$ cat config.mk
export PLATFORM = sky130hd
export DESIGN_NAME = seg_rx
export DESIGN_NICKNAME = d
export VERILOG_FILES = /design/src/rtl/seg_pkg.sv /design/src/rtl/seg_glyph_dec.sv /design/src/rtl/seg_rx.sv
export SDC_FILE = /design/constraint.sdc
export NUM_CORES = 1
export LEC_CHECK = 0
export CAP_MARGIN = 10
export CORE_MARGIN = 5
export CORE_UTILIZATION = 60
export CTS_CLUSTER_DIAMETER = 150
export DETAILED_ROUTE_END_ITERATION = 8
export MAX_ROUTING_LAYER = met4
export PLACE_DENSITY = 0.85
export SLEW_MARGIN = 10
export SYNTH_ARGS = -nofsm -noshare
export SYNTH_HDL_FRONTEND = slang
export SYNTH_SLANG_ARGS = --single-unit
$ cat constraint.sdc
create_clock -name clk_in -period 5.84 [get_ports clk_in]
set_input_delay 1.168 -clock clk_in [delete_from_list [all_inputs] [get_ports clk_in]]
set_output_delay 1.168 -clock clk_in [all_outputs]
set_load 0.02 [all_outputs]
$ cat src/rtl/seg_pkg.sv
// Shared seven-segment definitions: glyph table, FSM state type and digit indices.
// Glyph bit order is bit 0 = segment a ... bit 6 = segment g.
package seg_pkg;

    localparam int unsigned GLYPH_W    = 7;
    localparam int unsigned NUM_DIGITS = 4;
    localparam int unsigned NIB_W      = 4;

    localparam logic [GLYPH_W-1:0] SEG_BLANK = 7'h00;

    // Indexed by nibble value; element 0 is the right-most entry
    localparam logic [15:0][GLYPH_W-1:0] GLYPH_TABLE = {
        7'h71, 7'h79, 7'h5E, 7'h39, 7'h7C, 7'h77, 7'h6F, 7'h7F,
        7'h07, 7'h7D, 7'h6D, 7'h66, 7'h4F, 7'h5B, 7'h06, 7'h3F
    };

    typedef enum logic [1:0] {
        IDLE,
        SETTLING,
        LOCKED
    } seg_state_t;

    localparam logic [1:0] DIG_D1 = 2'd3;
    localparam logic [1:0] DIG_D2 = 2'd2;
    localparam logic [1:0] DIG_D3 = 2'd1;
    localparam logic [1:0] DIG_D4 = 2'd0;

endpackage

$ cat src/rtl/seg_glyph_dec.sv
// Combinational seven-segment glyph decoder: pattern -> {legal, nibble}.
// Blank and any pattern outside the glyph table report illegal with nibble 0.
module seg_glyph_dec
    import seg_pkg::*;
(
    input  logic [GLYPH_W-1:0] i_pattern,
    output logic               o_legal_c,
    output logic [NIB_W-1:0]   o_nibble_c
);

    always_comb begin
        o_legal_c  = 1'b0;
        o_nibble_c = '0;
        for (int unsigned n = 0; n < 16; n++) begin
            if (i_pattern == GLYPH_TABLE[n]) begin
                o_legal_c  = 1'b1;
                o_nibble_c = NIB_W'(n);
            end
        end
    end

endmodule

$ cat src/rtl/seg_rx.sv
// Seven-segment display bus receiver: syncs the bus, locks stable patterns and rebuilds the 4-digit value.
// Optional SEG_RX_DP_EN: include seg[7] in the stability compare and capture it into dp.
module seg_rx
    import seg_pkg::*;
#(
    parameter int unsigned STABLE_CYCLES = 4,
    parameter int unsigned WINDOW_CYCLES = 65536
) (
    input  logic        clk_in,
    input  logic        rst,
    input  logic [0:7]  seg,
    input  logic        d1,
    input  logic        d2,
    input  logic        d3,
    input  logic        d4,
    output logic [15:0] value,
    output logic [3:0]  digit_valid,
    output logic [3:0]  digit_err,
    output logic [3:0]  dp,
    output logic        update
);

    localparam int unsigned CNT_W  = 4;
    localparam int unsigned WIN_W  = (WINDOW_CYCLES > 1) ? $clog2(WINDOW_CYCLES) : 1;
    localparam int unsigned SAMP_W = GLYPH_W + 1 + NUM_DIGITS;

    logic [0:7]           r_seg_s1;
    logic [0:7]           r_seg_s2;
    logic [3:0]           r_en_s1;
    logic [3:0]           r_en_s2;
    logic [SAMP_W-1:0]    r_prev;
    logic [CNT_W-1:0]     r_cnt;
    seg_state_t           r_state;
    logic [WIN_W-1:0]     r_win;
    logic [15:0]          r_value;
    logic [3:0]           r_valid;
    logic [3:0]           r_err;
    logic [3:0]           r_dp;
    logic [3:0]           r_seen;
    logic                 r_update;

    logic [GLYPH_W-1:0]   w_pat;
    logic                 w_dp_s;
    logic [SAMP_W-1:0]    w_sample;
    logic                 w_onehot;
    logic                 w_same;
    logic [CNT_W-1:0]     w_cnt_inc;
    logic                 w_capture;
    logic [1:0]           w_idx;
    logic                 w_legal;
    logic [NIB_W-1:0]     w_nib;
    logic [3:0]           w_cap_vec;
    logic [15:0]          w_value_nx;
    logic [3:0]           w_err_nx;
    logic [3:0]           w_dp_nx;
    logic [3:0]           w_valid_cap;
    logic                 w_changed;
    logic                 w_wrap;

    // Two-flop synchronizers; enables idle high so nothing is selected out of reset
    always_ff @(posedge clk_in or posedge rst) begin
        if (rst) begin
            r_seg_s1 <= '0;
            r_seg_s2 <= '0;
            r_en_s1  <= '1;
            r_en_s2  <= '1;
        end else begin
            r_seg_s1 <= seg;
            r_seg_s2 <= r_seg_s1;
            r_en_s1  <= {d1, d2, d3, d4};
            r_en_s2  <= r_en_s1;
        end
    end

    assign w_pat = {r_seg_s2[6], r_seg_s2[5], r_seg_s2[4], r_seg_s2[3],
                    r_seg_s2[2], r_seg_s2[1], r_seg_s2[0]};

`ifdef SEG_RX_DP_EN
    assign w_dp_s = r_seg_s2[7];
`else
    logic w_unused_dp;
    assign w_dp_s      = 1'b0;
    assign w_unused_dp = r_seg_s2[7];
`endif

    assign w_sample  = {w_pat, w_dp_s, r_en_s2};
    assign w_onehot  = $onehot(~r_en_s2);
    assign w_same    = (w_sample == r_prev);
    assign w_cnt_inc = (r_cnt == CNT_W'(STABLE_CYCLES)) ? r_cnt : r_cnt + CNT_W'(1);

    // Stability FSM: count consecutive identical samples while exactly one digit is enabled
    always_ff @(posedge clk_in or posedge rst) begin
        if (rst) begin
            r_prev  <= {SEG_BLANK, 1'b0, 4'hF};
            r_cnt   <= '0;
            r_state <= IDLE;
        end else begin
            r_prev <= w_sample;
            if (!w_onehot) begin
                r_state <= IDLE;
                r_cnt   <= '0;
            end else if (!w_same) begin
                r_state <= SETTLING;
                r_cnt   <= '0;
            end else begin
                r_cnt   <= w_cnt_inc;
                r_state <= (w_cnt_inc == CNT_W'(STABLE_CYCLES)) ? LOCKED : SETTLING;
            end
        end
    end

    assign w_capture = (r_state == LOCKED) && w_same;

    always_comb begin
        case (r_en_s2)
            4'b0111: w_idx = DIG_D1;
            4'b1011: w_idx = DIG_D2;
            4'b1101: w_idx = DIG_D3;
            default: w_idx = DIG_D4;
        endcase
    end

    seg_glyph_dec u_dec (
        .i_pattern  (w_pat),
        .o_legal_c  (w_legal),
        .o_nibble_c (w_nib)
    );

    assign w_cap_vec = w_capture ? (4'b0001 << w_idx) : 4'b0000;

    // Post-capture view of the digit registers; illegal glyphs keep the old nibble
    always_comb begin
        w_value_nx  = r_value;
        w_err_nx    = r_err;
        w_dp_nx     = r_dp;
        w_valid_cap = r_valid | w_cap_vec;
        if (w_capture) begin
            if (w_legal) begin
                w_value_nx[{w_idx, 2'b00} +: 4] = w_nib;
            end
            w_err_nx[w_idx] = ~w_legal;
            w_dp_nx[w_idx]  = w_dp_s;
        end
    end

    assign w_changed = w_capture &&
                       ({w_value_nx, w_err_nx, w_dp_nx, w_valid_cap} != {r_value, r_err, r_dp, r_valid});
    assign w_wrap    = (r_win == WIN_W'(WINDOW_CYCLES - 1));

    // Window bookkeeping and output registers; a capture on the wrap cycle keeps its digit valid
    always_ff @(posedge clk_in or posedge rst) begin
        if (rst) begin
            r_win    <= '0;
            r_value  <= '0;
            r_valid  <= '0;
            r_err    <= '0;
            r_dp     <= '0;
            r_seen   <= '0;
            r_update <= 1'b0;
        end else begin
            r_win    <= w_wrap ? '0 : r_win + WIN_W'(1);
            r_value  <= w_value_nx;
            r_err    <= w_err_nx;
            r_dp     <= w_dp_nx;
            r_update <= w_changed;
            if (w_wrap) begin
                r_valid <= r_seen | w_cap_vec;
                r_seen  <= w_cap_vec;
            end else begin
                r_valid <= w_valid_cap;
                r_seen  <= r_seen | w_cap_vec;
            end
        end
    end

    assign value       = r_value;
    assign digit_valid = r_valid;
    assign digit_err   = r_err;
    assign dp          = r_dp;
    assign update      = r_update;

endmodule

==> results.yml, run 1 <==
run_status:
  status: "finished clean"
clocking:
  clk_latency_ps: 360
  tritoncts.num_buffers: 9
  tritoncts: "done"
  longest_clk_path_bufs: 2
  cts_htree_levels: 3
  cts.sink_count: 88
  clockRootBuffer: "sky130_fd_sc_hd__clkbuf_8"
  clk_pin_slew_worst_paths_ps: 90
  cts_post_setup_buffers_inserted: 0
  cts-resized-gates: 0
  cts_hold_buf: 0
setup_path:
  crit_path_max_incr_delay_ps: 600
  kind_of_critical_path: "reg2reg"
  worstPathRequired_ps: 6110
  worst_setup_path_end_kind: "flip-flop"
  cp.arrival_ps: 3600
  path_delay_family: "simple AND/OR/NAND/NOR gates"
  cp-start-kind: "flip-flop"
  timing.critical_path.cells: "inv_1, ha_1, mux2_2, nand2_1, ha_1, nor2_1, nand3_1, a21oi_1, o22ai_1, a221oi_1, nor4_1, o2111ai_1"
  crit_path_max_fanout: 10
  critPathBufInv: 1
  crit_path_frequent_cell: "sky130_fd_sc_hd__ha_1"
  critical-path-slowest-cell: "sky130_fd_sc_hd__dfstp_2"
floorplan:
  placement_row_count: 31
  floorplan.die.height_um: 95.1
  design.core.area_um2: 7140
  initial_core_util: 0.609
  fp.dieW_um: 95.1
  floorplan.die_area_um2: 9050
  io-pin-count: 43
sta:
  finalHoldWorstSlack_ps: 355
  fin_crit_sh: 0.569
  timing.final.crit_period_ps: 3330
  grt_setup_unrepaired: "false"
  worst_slew_margin_rel: 0.423
  setup_tns_ps: 0
  hold_violations: 0
  final_setup_violations: 0
  final_max_slew_viol_count: 0
  max_freq_ghz: 0.301
  worstMarginPinSlew_ps: 866
  worst_setup_skew_after_layout_ps: 13.1
pwr:
  max-vdd-ir-drop_uv: 178
  total_leakage_power_uw: 0.00205
  power_density_nw_per_um2: 232
synth:
  post_synth.cell_area_avg_um2: 10.2
  postSynthCellCount: 427
  synth-seq-cells: 88
  synth_cell_types: 64
  synth-edff-count: 0
  synth_sequential_area_ratio: 0.510
  ys_dominant_reg_cell: "sky130_fd_sc_hd__dfrtp_1"
  synth_nets: 453
  ys.warnings.count: 0
  synth-async-reset-ratio: 1.00
  mappedNetlistArea_um2: 4350
placed_design:
  routabilityCongestion: 0.998
  dp.cells: 552
  postPlaceCellArea_um2: 4820
  buffer_ports.inserted: 41
  dpl.hpwl_mm: 6.61
global_routing:
  grt_pass1_vias: 3424
  grt_max_degree: 59
  grt_overflow_total: 0
  grt_use_total: 0.230
  grt_first_pass_wirelength_mm: 15.8
  grt_antenna_before_repair: 0
layout:
  post_layout_nonfiller_instances: 568
  final_net_count: 490
  layout-area-overhead-vs-synth_pct: 15.7
  utilization: 0.705
  drive_above_1_share: 0.0832
  antennaDiodeCount: 0
  post-route-cell-area_um2: 5030
routing:
  drt_pass_1_iters: 5
  final_antenna_net_count: 0
  routed_wire_length_per_instance_um: 16.8
  detailroute.via_count: 3389
  detailedRoute.firstIterationViolations: 133
  viasPerCell: 5.97
  routed_wirelength_mm: 9.53
  number_of_design_rule_violations_left_after_detail_routing: 0
flow_run:
  maxCapViolCount: 0
hold_path:
  timing.hold.worst.class: "reg2reg"
power by group:
group / internal (uW) / switching, uW / total (uW)
Combinational: 33.0 / 45.4 / 78.4
Clock: 216 / 229 / 445
Sequential: 625 / 17.2 / 642
Total: 874 / 292 / 1170
final cells by class:
class | count | area [um^2]
Fill cell | 533 | 2110
Clock buffer | 10 | 138
Sequential cell | 88 | 2220
Timing Repair Buffer | 42 | 418
Inverter | 26 | 98.8
Tap cell | 99 | 124
Clock inverter | 6 | 75.1
Multi-Input combinational cell | 297 | 1960
registers in the layout, indices dropped and copies added (netlist names), 4 cells and up:
register	count
r_prev	11
r_en_s2	4
r_win	16
r_seg_s1	7
r_en_s1	4
digit_err	4
digit_valid	4
dp	4
r_seen	4
r_seg_s2	7
value	16
r_cnt	4
stage by stage:
step                total power, uW  setup WS (ps)
finish                         1170           2510
global route                   1210           2280
CTS                            1170           2590
detailed placement              731           2640
global placement                726           2730
floorplan                       706           2410
final timing paths:
check,from,endpoint,slack (ps),cells past startpoint
setup / recovery,r_en_s2[1]$_DFF_PP1_,update$_DFF_PP0_,2510,12
hold reg to reg,r_en_s1[0]$_DFF_PP1_,r_en_s2[0]$_DFF_PP1_,350,0
hold / removal,r_en_s1[0]$_DFF_PP1_,r_en_s2[0]$_DFF_PP1_,350,0
min in group asynchronous,rst,r_win[14]$_DFF_PP0_,1140,2
setup reg to reg,r_en_s2[1]$_DFF_PP1_,update$_DFF_PP0_,2510,12
max in group asynchronous,rst,r_prev[10]$_DFF_PP0_,3630,3
cell usage after synthesis (5+ instances only):
cell | count | area (um^2)
sky130_fd_sc_hd__nand4_1 | 5 | 31.3
sky130_fd_sc_hd__ha_1 | 11 | 138
sky130_fd_sc_hd__o21ai_0 | 26 | 130
sky130_fd_sc_hd__nor2_1 | 28 | 105
sky130_fd_sc_hd__nand3_1 | 20 | 100
sky130_fd_sc_hd__and3_1 | 7 | 43.8
sky130_fd_sc_hd__buf_2 | 11 | 55.1
sky130_fd_sc_hd__dfrtp_1 | 76 | 1900
sky130_fd_sc_hd__nand3b_1 | 5 | 37.5
sky130_fd_sc_hd__and2_1 | 10 | 62.6
sky130_fd_sc_hd__xnor2_1 | 21 | 184
sky130_fd_sc_hd__o211ai_1 | 9 | 67.6
sky130_fd_sc_hd__dfstp_2 | 12 | 315
sky130_fd_sc_hd__nor3_1 | 6 | 30.0
sky130_fd_sc_hd__nand2_1 | 43 | 161
sky130_fd_sc_hd__inv_1 | 26 | 97.6
sky130_fd_sc_hd__a21oi_1 | 12 | 60.1
sky130_fd_sc_hd__xor2_1 | 9 | 78.8
sky130_fd_sc_hd__o31ai_1 | 14 | 105
sky130_fd_sc_hd__nor4_1 | 5 | 31.3
kinds of logic after synthesis:
| group | Yosys count | share of synthesized area |
|---|---|---|
| xor gates and xnor gates | 30 | 0.0604 |
| and+or+nand+nor | 160 | 0.201 |
| AOI/OAI and AO/OA | 92 | 0.146 |
| buffers and inverters | 42 | 0.0394 |
| adders and majority gates | 13 | 0.0385 |
| DFF | 88 | 0.510 |
| muxes | 2 | 0.00518 |
routing by layer:
layer	wire length [um]	global-route usage	vias up
met5	0	-	-
met4	353	0.118	0
met3	517	0.0458	40
met2	4680	0.374	136
met1	3980	0.273	1619
li1	-	-	1594
cell usage in the layout (no fill, tap or decap), drive strengths merged, types with 4 or more instances in the layout:
cell            n
nand2          43
and2           10
clkdlybuf4s50  41
nor3            6
nand3b          5
and3            8
a21oi          12
o21ai          26
nor4            5
inv            28
clkbuf         10
nand4           5
o211ai          9
o31ai          14
nor2           28
xnor2          21
dfstp          12
ha             11
a31oi           4
xor2            9
nor2b           4
nand3          21
dfrtp          76
and3b           4
Note: power is estimated with default switching activity, not from simulation.
==> inputs of run 2 (changes only) <==
--- a/config.mk
+++ b/config.mk
@@ -7,11 +7,11 @@
 export LEC_CHECK = 0
 export CAP_MARGIN = 10
 export CORE_MARGIN = 5
-export CORE_UTILIZATION = 60
+export CORE_UTILIZATION = 51
 export CTS_CLUSTER_DIAMETER = 150
 export DETAILED_ROUTE_END_ITERATION = 8
 export MAX_ROUTING_LAYER = met4
-export PLACE_DENSITY = 0.85
+export PLACE_DENSITY = 0.77
 export SLEW_MARGIN = 10
 export SYNTH_ARGS = -nofsm -noshare
 export SYNTH_HDL_FRONTEND = slang
==> constraint.sdc (replaced) <==
create_clock -name clk_in -period 2.7 [get_ports clk_in]
set_input_delay 0.54 -clock clk_in [delete_from_list [all_inputs] [get_ports clk_in]]
set_output_delay 0.54 -clock clk_in [all_outputs]
set_load 0.02 [all_outputs]
==> run 2 against run 1 <==
  * Fmax rose by 28%
  * Via count rose by 1.9%
  * Register-to-register slack got worse by 2400 ps
  * Sequential power rose by 110%
  * Clock-buffer cell count did not move
  * Die area rose by 16%
  * Combinational power rose to 3.1 times the previous value
  * Utilization fell by 3.9 points
  * Cell count rose by 9.0%
==> results.yml, run 2 (synthesis gave the netlist of run 1 again) <==
sta:
  final_max_slew_viol_count: 0
  worst_setup_skew_after_layout_ps: 13.1
  max_freq_ghz: 0.384
  worst_slew_margin_rel: 0.632
  timing.final.crit_period_ps: 2600
  worstMarginPinSlew_ps: 548
  hold_violations: 0
  final_setup_violations: 0
  finalHoldWorstSlack_ps: 342
  fin_crit_sh: 0.964
  worst_slack_ps: 98.3
layout:
  most_frequent_standard_cell_in_the_layout_excluding_fill_and_tap_cells: "sky130_fd_sc_hd__dfrtp_1"
  multi_input_logic_area_um2: 2090
  post-route-cell-area_um2: 5500
  regArea_um2: 2220
  fillerInstances: 681
  final_net_count: 535
  drive_above_1_share: 0.208
  antennaDiodeCount: 0
  layout_common_cells: "sky130_fd_sc_hd__dfrtp_1, sky130_fd_sc_hd__buf_4, sky130_fd_sc_hd__clkdlybuf4s50_1"
  layout-area-overhead-vs-synth_pct: 26.4
pwr:
  pwr-share-seq: 0.558
  power_density_nw_per_um2: 448
  share_comb_of_total_power: 0.097
  total_leakage_power_uw: 0.00226
  p_int_uw: 1810
  max-vdd-ir-drop_uv: 394
  switching_power_as_a_share_of_total_power: 0.265
  pwr-share-clk: 0.345
  power_switching_uw: 652
floorplan:
  fp.dieW_um: 102
  design.core.area_um2: 8260
  io-pin-count: 43
  placement_row_count: 33
  floorplan.die_area_um2: 10500
  floorplan.die.height_um: 102
  initial_core_util: 0.527
clocking:
  cts_hold_buf: 0
  tritoncts: "done"
  cts.sink_count: 88
  clk_latency_ps: 360
  tritoncts.num_buffers: 9
  clockRootBuffer: "sky130_fd_sc_hd__clkbuf_8"
  longest_clk_path_bufs: 2
  clk_pin_slew_worst_paths_ps: 100
  cts_htree_levels: 3
placed_design:
  dpl.hpwl_mm: 7.44
  preCtsSetupSlack_ps: -61.7
  buffer_ports.inserted: 41
  routabilityCongestion: 0.940
  postPlaceCellArea_um2: 5180
routing:
  drt_pass_1_iters: 4
  detailedRoute.firstIterationViolations: 172
  routed_wirelength_mm: 9.91
  final_antenna_net_count: 0
  number_of_design_rule_violations_left_after_detail_routing: 0
  routed_wire_length_per_instance_um: 16.0
  viasPerCell: 5.58
  detailroute.via_count: 3454
setup_path:
  rrSetupSlack_ps: 100
  worstPathRequired_ps: 2920
  crit_path_max_fanout: 6
  worstRegToRegCells: 12
  cp.arrival_ps: 2820
  kind_of_critical_path: "reg2reg"
  cp-start-kind: "flip-flop"
  worst_setup_path_end_kind: "flip-flop"
hold_path:
  worst_hold_path.num_cells: 0
  timing.hold.worst.class: "reg2reg"
global_routing:
  grt_max_degree: 36
  grt_use_total: 0.207
  grt_overflow_total: 0
  grt_pass1_vias: 3389
  grt_antenna_before_repair: 0
  grt_first_pass_wirelength_mm: 16.5
flow_run:
  maxCapViolCount: 0
run_status:
  status: "finished clean"
run 2: changes by cell type in the layout (fill, tap and decap cells not counted), moves of 3 or more:
cell,change
sky130_fd_sc_hd__buf_4,+42
sky130_fd_sc_hd__nand2_1,-4
sky130_fd_sc_hd__ha_1,-5
sky130_fd_sc_hd__dfrtp_2,+4
sky130_fd_sc_hd__dfrtp_1,-4
sky130_fd_sc_hd__ha_2,+3
run 2: worst paths after layout:
kind                                    endpoint                  start
max                             update$_DFF_PP0_   r_en_s2[1]$_DFF_PP1_
min                        r_seg_s2[1]$_DFF_PP0_  r_seg_s1[1]$_DFF_PP0_
max reg2reg                     update$_DFF_PP0_   r_en_s2[1]$_DFF_PP1_
min reg2reg                r_seg_s2[1]$_DFF_PP0_  r_seg_s1[1]$_DFF_PP0_
max in group asynchronous  r_seg_s2[6]$_DFF_PP0_                    rst
min in group asynchronous   r_prev[10]$_DFF_PP0_                    rst
run 2: critical path: stages, from the launching register on:
cell and delay, ps:
sky130_fd_sc_hd__dfstp_2 550, sky130_fd_sc_hd__inv_1 50, sky130_fd_sc_hd__ha_2 170, sky130_fd_sc_hd__mux2_4 270, sky130_fd_sc_hd__nand2_4 90, sky130_fd_sc_hd__ha_4 220, sky130_fd_sc_hd__nor2_4 180, sky130_fd_sc_hd__nand3_4 140
sky130_fd_sc_hd__buf_6 140, sky130_fd_sc_hd__o21ai_1 100, sky130_fd_sc_hd__a21oi_1 90, sky130_fd_sc_hd__nor4_1 290, sky130_fd_sc_hd__o2111ai_1 160
run 2: per-stage QoR:
step | TNS [ps] | utilization | std cells | power, uW
after detailed placement | -61.7 | 0.627 | 602 | 1630
after floorplan | 0 | - | 427 | 1530
after global placement | -8.83 | 0.627 | 602 | 1620
after global routing | -9.73 | 0.666 | 619 | 2570
final | 0 | 0.666 | 619 | 2460
after CTS | 0 | 0.652 | 618 | 2480
run 2: power by group through the flow:
stage               combinational (uW)  clock [uW]  sequential (uW)
finish                             240         850             1370
global route                       264         927             1380
CTS                                233         870             1370
detailed placement                 227           0             1400
global placement                   221           0             1400
floorplan                          139           0             1390
run 2: layer usage:
layer	global-route usage	share of wire	wire length (um)	vias to the layer above
met3	0.0294	0.045	448	15
met5	-	0	0	-
met4	0.0716	0.017	170	0
met1	0.268	0.45	4490	1670
li1	-	-	-	1684
met2	0.334	0.48	4800	85
run 2: final cells by class:
| cell class | instances | area share |
|---|---|---|
| sequential | 88 | 0.404 |
| clock buffer | 10 | 0.0232 |
| inverter | 26 | 0.0184 |
| clock inverter | 6 | 0.00956 |
| tap | 105 | 0.0239 |
| multi-input combinational | 297 | 0.379 |
| timing repair buffer | 87 | 0.141 |
run 2: what timing repair did:
action / CTS / global route
setup buffers: 0 / 1
resized for setup: 5 / 28
cloned: 0 / 0
pin swaps: 1 / 12
endpoints found under the setup margin: 1 / 4
==> inputs of run 3 (changes only) <==
--- a/config.mk
+++ b/config.mk
@@ -7,11 +7,11 @@
 export LEC_CHECK = 0
 export CAP_MARGIN = 10
 export CORE_MARGIN = 5
-export CORE_UTILIZATION = 51
+export CORE_UTILIZATION = 57
 export CTS_CLUSTER_DIAMETER = 150
 export DETAILED_ROUTE_END_ITERATION = 8
 export MAX_ROUTING_LAYER = met4
-export PLACE_DENSITY = 0.77
+export PLACE_DENSITY = 0.82
 export SLEW_MARGIN = 10
 export SYNTH_ARGS = -nofsm -noshare
 export SYNTH_HDL_FRONTEND = slang
==> constraint.sdc (replaced) <==
create_clock -name clk_in -period 2.6 [get_ports clk_in]
set_input_delay 0.52 -clock clk_in [delete_from_list [all_inputs] [get_ports clk_in]]
set_output_delay 0.52 -clock clk_in [all_outputs]
set_load 0.02 [all_outputs]
==> run 3 against run 2 <==
  * The flow now finishes with violations (setup timing)
  * Fmax fell by 1.7%
  * Final area is 1.9% higher
  * Sequential cell count did not move
  * Highest routed layer unchanged
==> results.yml, run 3 (synthesis gave the netlist of run 1 again) <==
run_status:
  status: "finished, violations left"
  failed_checks: "setup timing"
setup_path:
  crit_path_max_incr_delay_ps: 580
  kind_of_critical_path: "reg2reg"
  worst_setup_path_end_kind: "flip-flop"
  timing.critical_path.cells: "ha_2, mux2_4, nand2_4, ha_4, buf_6, a21bo_4, buf_6, o41ai_1, o2111a_1, and3_1, o22a_1, o2111ai_2"
  crit-reg2reg-capture: "update$_DFF_PP0_"
  cp-start-kind: "flip-flop"
  critical-path-slowest-cell: "sky130_fd_sc_hd__dfstp_2"
  crit_path_frequent_cell: "sky130_fd_sc_hd__buf_6"
  crit-reg2reg-launch: "r_en_s2[0]$_DFF_PP1_"
  cp.arrival_ps: 2880
  critPathCapture: "update$_DFF_PP0_"
  setup.worst_path.start: "r_en_s2[0]$_DFF_PP1_"
  rrSetupSlack_ps: -50
  worstRegToRegCells: 12
  worstPathRequired_ps: 2830
  crit_path_max_fanout: 7
placed_design:
  dpl.hpwl_mm: 7.46
  routabilityCongestion: 0.968
  buffer_ports.inserted: 41
  postPlaceCellArea_um2: 5260
  dp.cells: 606
layout:
  final_net_count: 546
  antennaDiodeCount: 0
  layout_common_cells: "sky130_fd_sc_hd__dfrtp_1, sky130_fd_sc_hd__buf_4, sky130_fd_sc_hd__clkdlybuf4s50_1"
  utilization: 0.764
  post_layout_nonfiller_instances: 623
  fillerInstances: 470
  most_frequent_standard_cell_in_the_layout_excluding_fill_and_tap_cells: "sky130_fd_sc_hd__dfrtp_1"
  drive_above_1_share: 0.223
  layout-area-overhead-vs-synth_pct: 28.8
  post-route-cell-area_um2: 5600
sta:
  timing.final.crit_period_ps: 2650
  fin_crit_sh: 1.02
  hold_violations: 0
  grt_setup_unrepaired: "true"
  worst_setup_skew_after_layout_ps: 10.6
  worst_slack_ps: -47.4
  worst_slew_margin_rel: 0.606
  max_freq_ghz: 0.378
  final_setup_violations: 1
  worstMarginPinSlew_ps: 589
  final_max_slew_viol_count: 0
  finalHoldWorstSlack_ps: 355
pwr:
  power_density_nw_per_um2: 460
  max-vdd-ir-drop_uv: 424
  total_leakage_power_uw: 0.00234
clocking:
  clk_pin_slew_worst_paths_ps: 90
  tritoncts: "done"
  cts.sink_count: 88
  clk_latency_ps: 370
  longest_clk_path_bufs: 2
  clockRootBuffer: "sky130_fd_sc_hd__clkbuf_8"
  cts_hold_buf: 0
  tritoncts.num_buffers: 9
  cts_htree_levels: 3
flow_run:
  maxCapViolCount: 0
global_routing:
  grt_first_pass_wirelength_mm: 17.1
  grt_antenna_before_repair: 0
  grt_max_degree: 39
  grt_overflow_total: 0
  grt_use_total: 0.227
  grt_pass1_vias: 3605
routing:
  number_of_design_rule_violations_left_after_detail_routing: 0
  viasPerCell: 5.76
  drt_pass_1_iters: 5
  final_antenna_net_count: 0
  detailedRoute.firstIterationViolations: 175
  detailroute.via_count: 3586
  routed_wirelength_mm: 10.3
  routed_wire_length_per_instance_um: 16.5
floorplan:
  placement_row_count: 31
  design.core.area_um2: 7330
  io-pin-count: 43
  initial_core_util: 0.593
  floorplan.die_area_um2: 9480
  floorplan.die.height_um: 97.4
  fp.dieW_um: 97.4
hold_path:
  timing.hold.worst.class: "reg2reg"
[run 3: metrics by stage]
stage          worst slack [ps]  power [uW]  TNS [ps]
2_1_floorplan              -153        1590      -153
3_3_place_gp               -132        1690      -132
3_5_place_dp               -181        1700      -181
4_1_cts                   -27.0        2590     -27.0
5_1_grt                    -188        2670      -188
6_report                  -47.4        2580     -47.4
[run 3: repair_timing]
| item | in CTS | in global routing |
|---|---|---|
| cloned | 0 | 0 |
| endpoints found under the setup margin | 1 | 3 |
| resized for setup | 29 | 8 |
| pin swaps | 12 | 4 |
| buffers inserted | 2 | 0 |
| endpoints found under the hold margin | 0 | 0 |
[run 3: report_power, final]
part	switching, uW	internal [uW]	leakage, uW	total, uW
logic	142	133	0.00113	275
registers	20.9	1400	0.00112	1420
clock network	522	355	0.0000831	877
[run 3: cell type report]
cell class	count	area, um^2	share of cell area
Tap cell	99	124	0.0221
Clock inverter	6	50.0	0.00893
Clock buffer	9	124	0.0221
Sequential cell	88	2220	0.396
Inverter	26	101	0.0181
Timing Repair Buffer	98	891	0.159
Multi-Input combinational cell	297	2090	0.374
[run 3: critical path, delay by kind of cell (launching register included)]
kind | cells | cell delay (ps)
simple gates | 2 | 220
fa+ha+maj | 2 | 510
buf+inv | 2 | 240
flops | 1 | 580
compound gates | 5 | 790
mux | 1 | 170
[run 3: routing by layer]
metal,track usage,part of all wire,vias to the layer above
met5,-,0,-
met4,0.0852,0.026,0
met3,0.0352,0.045,27
met2,0.380,0.51,116
met1,0.281,0.42,1739
li1,-,-,1704
[run 3: worst min path at each step]
stage          slack, ps                    end  cells past startpoint                   from
5_1_grt              370   r_en_s2[0]$_DFF_PP1_                      0   r_en_s1[0]$_DFF_PP1_
3_3_place_gp         330  r_seg_s2[1]$_DFF_PP0_                      0  r_seg_s1[1]$_DFF_PP0_
2_1_floorplan        330  r_seg_s2[0]$_DFF_PP0_                      0  r_seg_s1[0]$_DFF_PP0_
4_1_cts              360  r_seg_s2[3]$_DFF_PP0_                      0  r_seg_s1[3]$_DFF_PP0_
6_report             360  r_seg_s2[3]$_DFF_PP0_                      0  r_seg_s1[3]$_DFF_PP0_
3_5_place_dp         340  r_seg_s2[3]$_DFF_PP0_                      0  r_seg_s1[3]$_DFF_PP0_
